$ cat src/rtl/reorder_buffer_pkg.sv
// Shared types for the reorder buffer slice: control bundle, dispatch bundle,
// ROB entry and retire bundle, plus ROB sizing constants and FU port indices.
package reorder_buffer_pkg;

  localparam int unsigned ROB_DEPTH  = 16;
  localparam int unsigned ROB_PTR_W  = 4;
  localparam int unsigned ROB_PREG_W = 6;
  localparam int unsigned ROB_NCMPL  = 3;

  // Completion port indices
  localparam logic [1:0] FU_ALU0 = 2'b00;
  localparam logic [1:0] FU_ALU1 = 2'b01;
  localparam logic [1:0] FU_MEM  = 2'b10;

  typedef struct packed {
    logic       RegWrite;
    logic       MemRead;
    logic       MemWrite;
    logic       MemToReg;
    logic       Branch;
    logic       ALUSrc;
    logic [1:0] ALUOp;
  } controlStruct;

  typedef struct packed {
    logic                  valid1;
    logic [ROB_PREG_W-1:0] destReg1;
    logic [ROB_PREG_W-1:0] destRegOld1;
    logic [ROB_PTR_W-1:0]  robNum1;
    controlStruct          control1;
    logic [31:0]           pc1;
    logic                  valid2;
    logic [ROB_PREG_W-1:0] destReg2;
    logic [ROB_PREG_W-1:0] destRegOld2;
    logic [ROB_PTR_W-1:0]  robNum2;
    controlStruct          control2;
    logic [31:0]           pc2;
  } robDispatchStruct;

  typedef struct packed {
    logic                  valid;
    logic                  done;
    logic [ROB_PREG_W-1:0] destReg;
    logic [ROB_PREG_W-1:0] destRegOld;
    controlStruct          control;
    logic [31:0]           pc;
  } robEntry;

  typedef struct packed {
    logic [1:0]                 valid;
    logic [1:0][ROB_PREG_W-1:0] destReg;
    logic [1:0][ROB_PREG_W-1:0] destRegOld;
    logic [1:0]                 regwrite;
    logic [1:0]                 memwrite;
    logic [1:0][31:0]           pc;
  } robRetireStruct;

endpackage

$ cat src/rtl/reorder_buffer_retire_sel.sv
// rob_retire_sel: combinational retire decision for the two oldest entries.
//   entry0/entry1 : ROB entries at head and head+1 (valid/done from status)
//   retire_cnt    : number of entries retiring this cycle (0..2)
//   slot_en       : per-slot retire enable; slot 1 only with slot 0
// Two stores never retire together so the LSQ sees one store commit per cycle.
module rob_retire_sel
  import reorder_buffer_pkg::*;
(
  input  robEntry    entry0,
  input  robEntry    entry1,
  output logic [1:0] retire_cnt,
  output logic [1:0] slot_en
);

  logic ok0, ok1;
  logic unused_fields;

  assign ok0 = entry0.valid & entry0.done;
  assign ok1 = ok0 & entry1.valid & entry1.done
             & ~(entry0.control.MemWrite & entry1.control.MemWrite);

  assign slot_en    = {ok1, ok0};
  assign retire_cnt = {ok1, ok0 & ~ok1};

  assign unused_fields = ^{entry0, entry1};

endmodule

$ cat src/rtl/reorder_buffer.sv
// reorder_buffer: two-wide in-order allocate / out-of-order complete /
// two-wide in-order retire ROB.
//   clk, reset (async, active-low)
//   robDispatch              : two-slot dispatch bundle (robNum2 unused)
//   rob_full                 : fewer than two free entries
//   cmpl_valid/cmpl_robNum   : completion notices, ALU0, ALU1, MEM
//   retire_*                 : registered retire bundle, one cycle per decision
//   rob_count                : occupied entries
//   err_overflow/err_robnum  : sticky dispatch error flags
module reorder_buffer
  import reorder_buffer_pkg::*;
#(
  parameter int unsigned DEPTH    = ROB_DEPTH,
  parameter int unsigned PTR_W    = ROB_PTR_W,
  parameter int unsigned PREG_W   = ROB_PREG_W,
  parameter int unsigned NUM_CMPL = ROB_NCMPL
) (
  input  logic                           clk,
  input  logic                           reset,
  input  robDispatchStruct               robDispatch,
  output logic                           rob_full,
  input  logic [NUM_CMPL-1:0]            cmpl_valid,
  input  logic [NUM_CMPL-1:0][PTR_W-1:0] cmpl_robNum,
  output logic [1:0]                     retire_valid,
  output logic [1:0][PREG_W-1:0]         retire_destReg,
  output logic [1:0][PREG_W-1:0]         retire_destRegOld,
  output logic [1:0]                     retire_regwrite,
  output logic [1:0]                     retire_memwrite,
  output logic [1:0][31:0]               retire_pc,
  output logic [PTR_W:0]                 rob_count,
  output logic                           err_overflow,
  output logic                           err_robnum
);

  robEntry             mem [DEPTH];
  logic [DEPTH-1:0]    valid_q, done_q, valid_d, done_d;
  logic [PTR_W-1:0]    head_q, tail_q, head1, tail1;
  logic [PTR_W:0]      count_q;
  robEntry             e0, e1;
  logic [1:0]          ret_cnt, slot_en;
  logic                disp_ok, disp_two;
  logic [1:0]          disp_cnt;
  robRetireStruct      ret_d, ret_q;
  logic                unused_bits;

  assign head1    = head_q + 1'b1;
  assign tail1    = tail_q + 1'b1;
  assign rob_full = count_q > (PTR_W+1)'(DEPTH-2);
  assign disp_ok  = robDispatch.valid1 & ~rob_full;
  assign disp_two = disp_ok & robDispatch.valid2;
  assign disp_cnt = {disp_two, disp_ok & ~disp_two};

  always_comb begin
    e0       = mem[head_q];
    e0.valid = valid_q[head_q];
    e0.done  = done_q[head_q];
    e1       = mem[head1];
    e1.valid = valid_q[head1];
    e1.done  = done_q[head1];
  end

  rob_retire_sel u_sel (
    .entry0     (e0),
    .entry1     (e1),
    .retire_cnt (ret_cnt),
    .slot_en    (slot_en)
  );

  // Completion is applied first so a notice to a retiring entry is simply
  // overridden by the retire clear; dispatch and retire indices never collide.
  always_comb begin
    valid_d = valid_q;
    done_d  = done_q;
    for (int unsigned i = 0; i < NUM_CMPL; i++) begin
      if (cmpl_valid[i] && valid_q[cmpl_robNum[i]]) done_d[cmpl_robNum[i]] = 1'b1;
    end
    if (disp_ok)    begin valid_d[tail_q] = 1'b1; done_d[tail_q] = 1'b0; end
    if (disp_two)   begin valid_d[tail1]  = 1'b1; done_d[tail1]  = 1'b0; end
    if (slot_en[0]) begin valid_d[head_q] = 1'b0; done_d[head_q] = 1'b0; end
    if (slot_en[1]) begin valid_d[head1]  = 1'b0; done_d[head1]  = 1'b0; end
  end

  always_comb begin
    ret_d       = '0;
    ret_d.valid = slot_en;
    if (slot_en[0]) begin
      ret_d.destReg[0]    = e0.destReg;
      ret_d.destRegOld[0] = e0.destRegOld;
      ret_d.regwrite[0]   = e0.control.RegWrite;
      ret_d.memwrite[0]   = e0.control.MemWrite;
      ret_d.pc[0]         = e0.pc;
    end
    if (slot_en[1]) begin
      ret_d.destReg[1]    = e1.destReg;
      ret_d.destRegOld[1] = e1.destRegOld;
      ret_d.regwrite[1]   = e1.control.RegWrite;
      ret_d.memwrite[1]   = e1.control.MemWrite;
      ret_d.pc[1]         = e1.pc;
    end
  end

  // Payload is never reset; valid/done in the status vectors gate it.
  always_ff @(posedge clk) begin
    if (disp_ok) begin
      mem[tail_q] <= '{valid: 1'b1, done: 1'b0, destReg: robDispatch.destReg1,
                       destRegOld: robDispatch.destRegOld1,
                       control: robDispatch.control1, pc: robDispatch.pc1};
    end
    if (disp_two) begin
      mem[tail1] <= '{valid: 1'b1, done: 1'b0, destReg: robDispatch.destReg2,
                      destRegOld: robDispatch.destRegOld2,
                      control: robDispatch.control2, pc: robDispatch.pc2};
    end
  end

  always_ff @(posedge clk or negedge reset) begin
    if (!reset) begin
      valid_q      <= '0;
      done_q       <= '0;
      head_q       <= '0;
      tail_q       <= '0;
      count_q      <= '0;
      ret_q        <= '0;
      err_overflow <= 1'b0;
      err_robnum   <= 1'b0;
    end else begin
      valid_q <= valid_d;
      done_q  <= done_d;
      head_q  <= head_q + PTR_W'(ret_cnt);
      tail_q  <= tail_q + PTR_W'(disp_cnt);
      count_q <= count_q + (PTR_W+1)'(disp_cnt) - (PTR_W+1)'(ret_cnt);
      ret_q   <= ret_d;
      if (robDispatch.valid1 && rob_full)                err_overflow <= 1'b1;
      if (disp_ok && (robDispatch.robNum1 != tail_q))    err_robnum   <= 1'b1;
    end
  end

  assign retire_valid      = ret_q.valid;
  assign retire_destReg    = ret_q.destReg;
  assign retire_destRegOld = ret_q.destRegOld;
  assign retire_regwrite   = ret_q.regwrite;
  assign retire_memwrite   = ret_q.memwrite;
  assign retire_pc         = ret_q.pc;
  assign rob_count         = count_q;

  assign unused_bits = ^{robDispatch.robNum2};

endmodule

$ cat config.mk
export PLATFORM = sky130hd
export DESIGN_NAME = reorder_buffer
export DESIGN_NICKNAME = d
export VERILOG_FILES = /design/src/rtl/reorder_buffer_pkg.sv /design/src/rtl/reorder_buffer_retire_sel.sv /design/src/rtl/reorder_buffer.sv
export SDC_FILE = /design/constraint.sdc
export NUM_CORES = 2
export LEC_CHECK = 0
export ABC_AREA = 0
export BUFFER_PORTS_ARGS = -buffer_cell sky130_fd_sc_hd__buf_2
export CORE_MARGIN = 4
export CORE_UTILIZATION = 45
export DETAILED_ROUTE_END_ITERATION = 6
export GPL_TIMING_DRIVEN = 0
export PLACE_DENSITY = 0.61
export SYNTH_ARGS = -nofsm -noshare
export SYNTH_HDL_FRONTEND = slang
export SYNTH_SLANG_ARGS = --single-unit
$ cat constraint.sdc
create_clock -name clk -period 10.3 [get_ports clk]
set_input_delay 0 -clock clk [delete_from_list [all_inputs] [get_ports clk]]
set_output_delay 0 -clock clk [all_outputs]
set_load 0.01 [all_outputs]
==> key figures <==
Worst setup path
  – CP Cell Sequence: buf_4 > buf_2 > inv_1 > ha_1 > buf_2 > buf_2 > clkbuf_1 > buf_1 > clkbuf_1 > mux4_2 > mux2i_1 > a211oi_1
  – R2R setup slack: between 4 and 5 ns
  – Critical path class: flop to flop
  – CP max stage delay: 0.91 ns
  – Critical Path RT: 10.79 ns
  – Endpoint type of the worst setup path: flop
  – Most frequent CP cell: buf_2
  – Crit path max fanout: 10
  – Crit-path slowest cell: clkbuf_1
  – Critical path arrival: 6.52 ns
  – CP Launch Type: flop

Synthesis
  – EDFF count, synth: 736
  – XOR/XNOR Fraction of Synth Area: less than 1%
  – Mean Syn Cell Area: ~17 um2
  – Synthesized area: ~49000 um2
  – Main synth FF type: edfxtp_1
  – Net Count, Synth: 3094
  – Synth Warn #: 0
  – Count of cell types in the netlist: 56
  – Sequential area share after synthesis: roughly 52%
  – Combinational family with the most area after synthesis: multiplexers
  – Area share of and/or/nand/nor cells after synthesis: about 3.2%
  – Async set-reset flop share out of synthesis: between 10% and 20%
  – Post-synthesis adder-cell area fraction: 0.599%
  – Flip-flop and latch count after synthesis: ~880
  – Mux contribution to synthesized area: roughly 37%
  – Compound-Gate Fraction of Synth Area: roughly 3.2%
  – Gate Count Post-Synth: 2942

Floorplan
  – Num rows: between 100 and 150
  – Core area: 108000 um2
  – Die area: ~110000 um2
  – IO Count: approximately 230
  – Die Y: roughly 340 um
  – Starting Density: 45.5%
  – Die X-Extent: around 340 um

STA
  – Final Setup Violations: 0
  – Fmax: ~170 MHz
  – Count of final hold-check violations: 0
  – Minimum clock period: approximately 6 ns
  – RSZ-0062 raised after global routing: false
  – Rel. slew slack: -2.25%
  – Final Skew: 0.0344 ns
  – Ratio of final minimum period to clock period: about three fifths
  – Tightest Pin Transition: 1.53 ns
  – Slack of the critical path: around 4.3 ns
  – Final Max Slew Viols: 11
  – Setup TNS: 0 ns

Routing
  – Remaining DRCs: 0
  – Via count: ~33000
  – Routed vias/inst: 6.62
  – Final WL: around 180000 um
  – Antenna Nets Post-Route: 0
  – Routed WL per cell: 35.8 um
  – DR pass1 iterations: 5
  – Initial DRC count: ~4000

Placement
  – Setup slack after placement: 4.45 ns
  – IO Port Bufs: roughly 210
  – Final RePlAce weighted congestion: roughly 0.87
  – Placed Cells: 4600
  – Post-DP HPWL: 122000 um

Power and ir drop
  – Clk network pwr share: roughly 22%
  – Pwr per Cell Area: approximately 280 nW/um2
  – Total power: 16200 uW
  – P_leak: 0.0197 uW
  – Internal power: roughly 9700 uW
  – Combinational power share: between 40% and 50%
  – Psw: roughly 6500 uW
  – VDD IR max: about 0.00022 V
  – Switching Fraction: approximately two fifths
  – Flop pwr share: 28.4%

GRT
  – Number of global-route vias before repair: about 34000
  – GR Util All Layers: 31.1%
  – First-pass GRT wire length: 250000 um
  – Total gr overflow: 0
  – Antenna violations before repair: 13
  – Largest net degree at the start of global routing: between 70 and 80

Run
  – Max Cap Viol: 1

Clocking
  – Clk buf depth: 3
  – Root Buffer: clkbuf_16
  – TritonCTS clock tree: yes
  – CTS buffer count: 100
  – Worst-skew pair later-pin latency: 0.70 ns
  – Post-CTS Hold Fix Bufs: ~170
  – Post-CTS setup buffer count: 0
  – Post-cts sizing count: 0
  – CTS H-tree depth: 3
  – Clock transition at path regs: 0.06 ns
  – CTS sink cnt: 877

Layout
  – Final std cells w/o fill: 4967
  – Fillers: roughly 8700
  – P&R area growth vs syn: 18.2%
  – Fraction of layout cells with a size suffix above 1: between 40% and 50%
  – Total Nets Final: ~3600

Outcome
  – Outcome: finished, violations left
  – Failing checks: capacitance limit, slew limit

Hold path
  – Min-Delay Path Class: input pin to flop
cells by family after synthesis:
family	Yosys count
AO/OA/AOI/OAI	199
XOR/XNOR	14
adder cells (fa/ha/maj)	21
buffers and inverters	333
flip-flops	877
multiplexers	1207
AND/OR/NAND/NOR	291
routing by layer:
| metal | part of all wire [%] | GRT usage [%] |
|---|---|---|
| met1 | 38 | 41.9 |
| met2 | 47 | 49.0 |
| met3 | 11 | 8.20 |
| met4 | 4.1 | 11.3 |
| met5 | 0.068 | 0.511 |
power by group through the flow:
stage	Combinational, uW	Clock (uW)	Sequential (uW)
final	7990	3620	4600
after global placement	7620	0	4690
after detailed placement	7810	0	4660
after global routing	8310	3800	4640
after CTS	7910	3640	4590
after floorplan	4810	0	4680
path summary, 6_finish.rpt:
check | startpoint | endpoint | depth (start not counted)
worst min register to register | err_overflow | err_overflow | 1
min in group asynchronous | reset | valid_q[0] | 4
max in group asynchronous | reset | retire_pc[42] | 4
worst max-delay path | head_q[1] | retire_pc[63] | 12
worst min-delay path | cmpl_robNum[2] | done_q[11] | 6
worst max register to register | head_q[1] | retire_pc[63] | 12
cells in the mapped netlist, drive strengths merged (3+ instances only):
master  count  area [um2]
fa          4        80.1
a21o        5        37.5
a31o        3        26.3
mux2      739        8320
nor2b      99         619
and3       10        62.6
o211ai      6        45.0
nor3       13        65.1
nand3b      7        52.6
xor2        8        70.1
nand2      37         139
o21ai      17        85.1
a211oi    106         946
xnor2       6        52.6
o31ai       5        37.5
nor2       62         233
edfxtp    736       22100
nand4      13        81.3
nand3      16        80.1
a31oi      10        62.6
and2        7        43.8
mux2i      47         470
dfrtp     141        3530
nand4b      4        35.0
nor3b       4        30.0
o2111a      3        33.8
nor4        6        50.0
ha         17         213
buf       131         649
nand2b      8        50.1
o22ai       5        31.3
mux4      421        9480
inv        28         105
a21oi      22         110
clkbuf    174         653
registers in the layout, summed over array words and instances, names as in the netlist, 4 cells and up:
name	cells
done_q	16
head_q	4
mem	736
retire_destReg	12
retire_destRegOld	12
retire_pc	64
rob_count	5
tail_q	4
valid_q	16
final cells by class:
type | instances | area (um2) | area share, %
diodes | 11 | 27.5 | 0.0476
clock inverters | 37 | 393 | 0.680
plain buffers | 305 | 1310 | 2.26
repair buffers | 423 | 3700 | 6.40
clock buffers | 151 | 2890 | 4.99
well taps | 1403 | 1760 | 3.04
inverters | 28 | 105 | 0.182
flip-flops and latches | 877 | 25600 | 44.3
multi-input cells | 1732 | 22000 | 38.0
critical path, delay by kind of cell, from the launching register on:
family	cells	cell delay, ns
buf+inv	8	3.82
compound gates	1	0.79
mux	2	0.46
flops	1	0.45
fa+ha+maj	1	0.30
placed cells by master (no fill, tap or decap), drive strengths merged, types with 5 or more instances in the layout:
master       count
o31ai            5
clkinv          22
mux2           739
nand3b           7
nor2            62
edfxtp         736
diode           11
a21oi           22
nor3            13
nand2           37
inv             33
a211oi         106
ha              17
nor2b           99
xor2             8
nand2b           8
and3            10
o211ai           6
o21ai           17
mux4           421
nand4           13
o22ai            5
xnor2            6
dlygate4sd3    166
a21o             5
nand3           16
nor4             6
and2             7
bufinv           7
buf            386
a31oi           10
dfrtp          141
mux2i           47
clkbuf         327
per-stage QoR:
stage / utilization (%) / cell area, um2 / hold WS, ns
after CTS: 53.7 / 57700 / 0.0217
final: 53.8 / 57800 / 0.0546
after global placement: 48.1 / 51700 / 0.377
after detailed placement: 49.1 / 52800 / 0.0476
after global routing: 53.7 / 57800 / 0.0956
after floorplan: - / 48900 / -0.296
(Power assumes the default switching activity.)
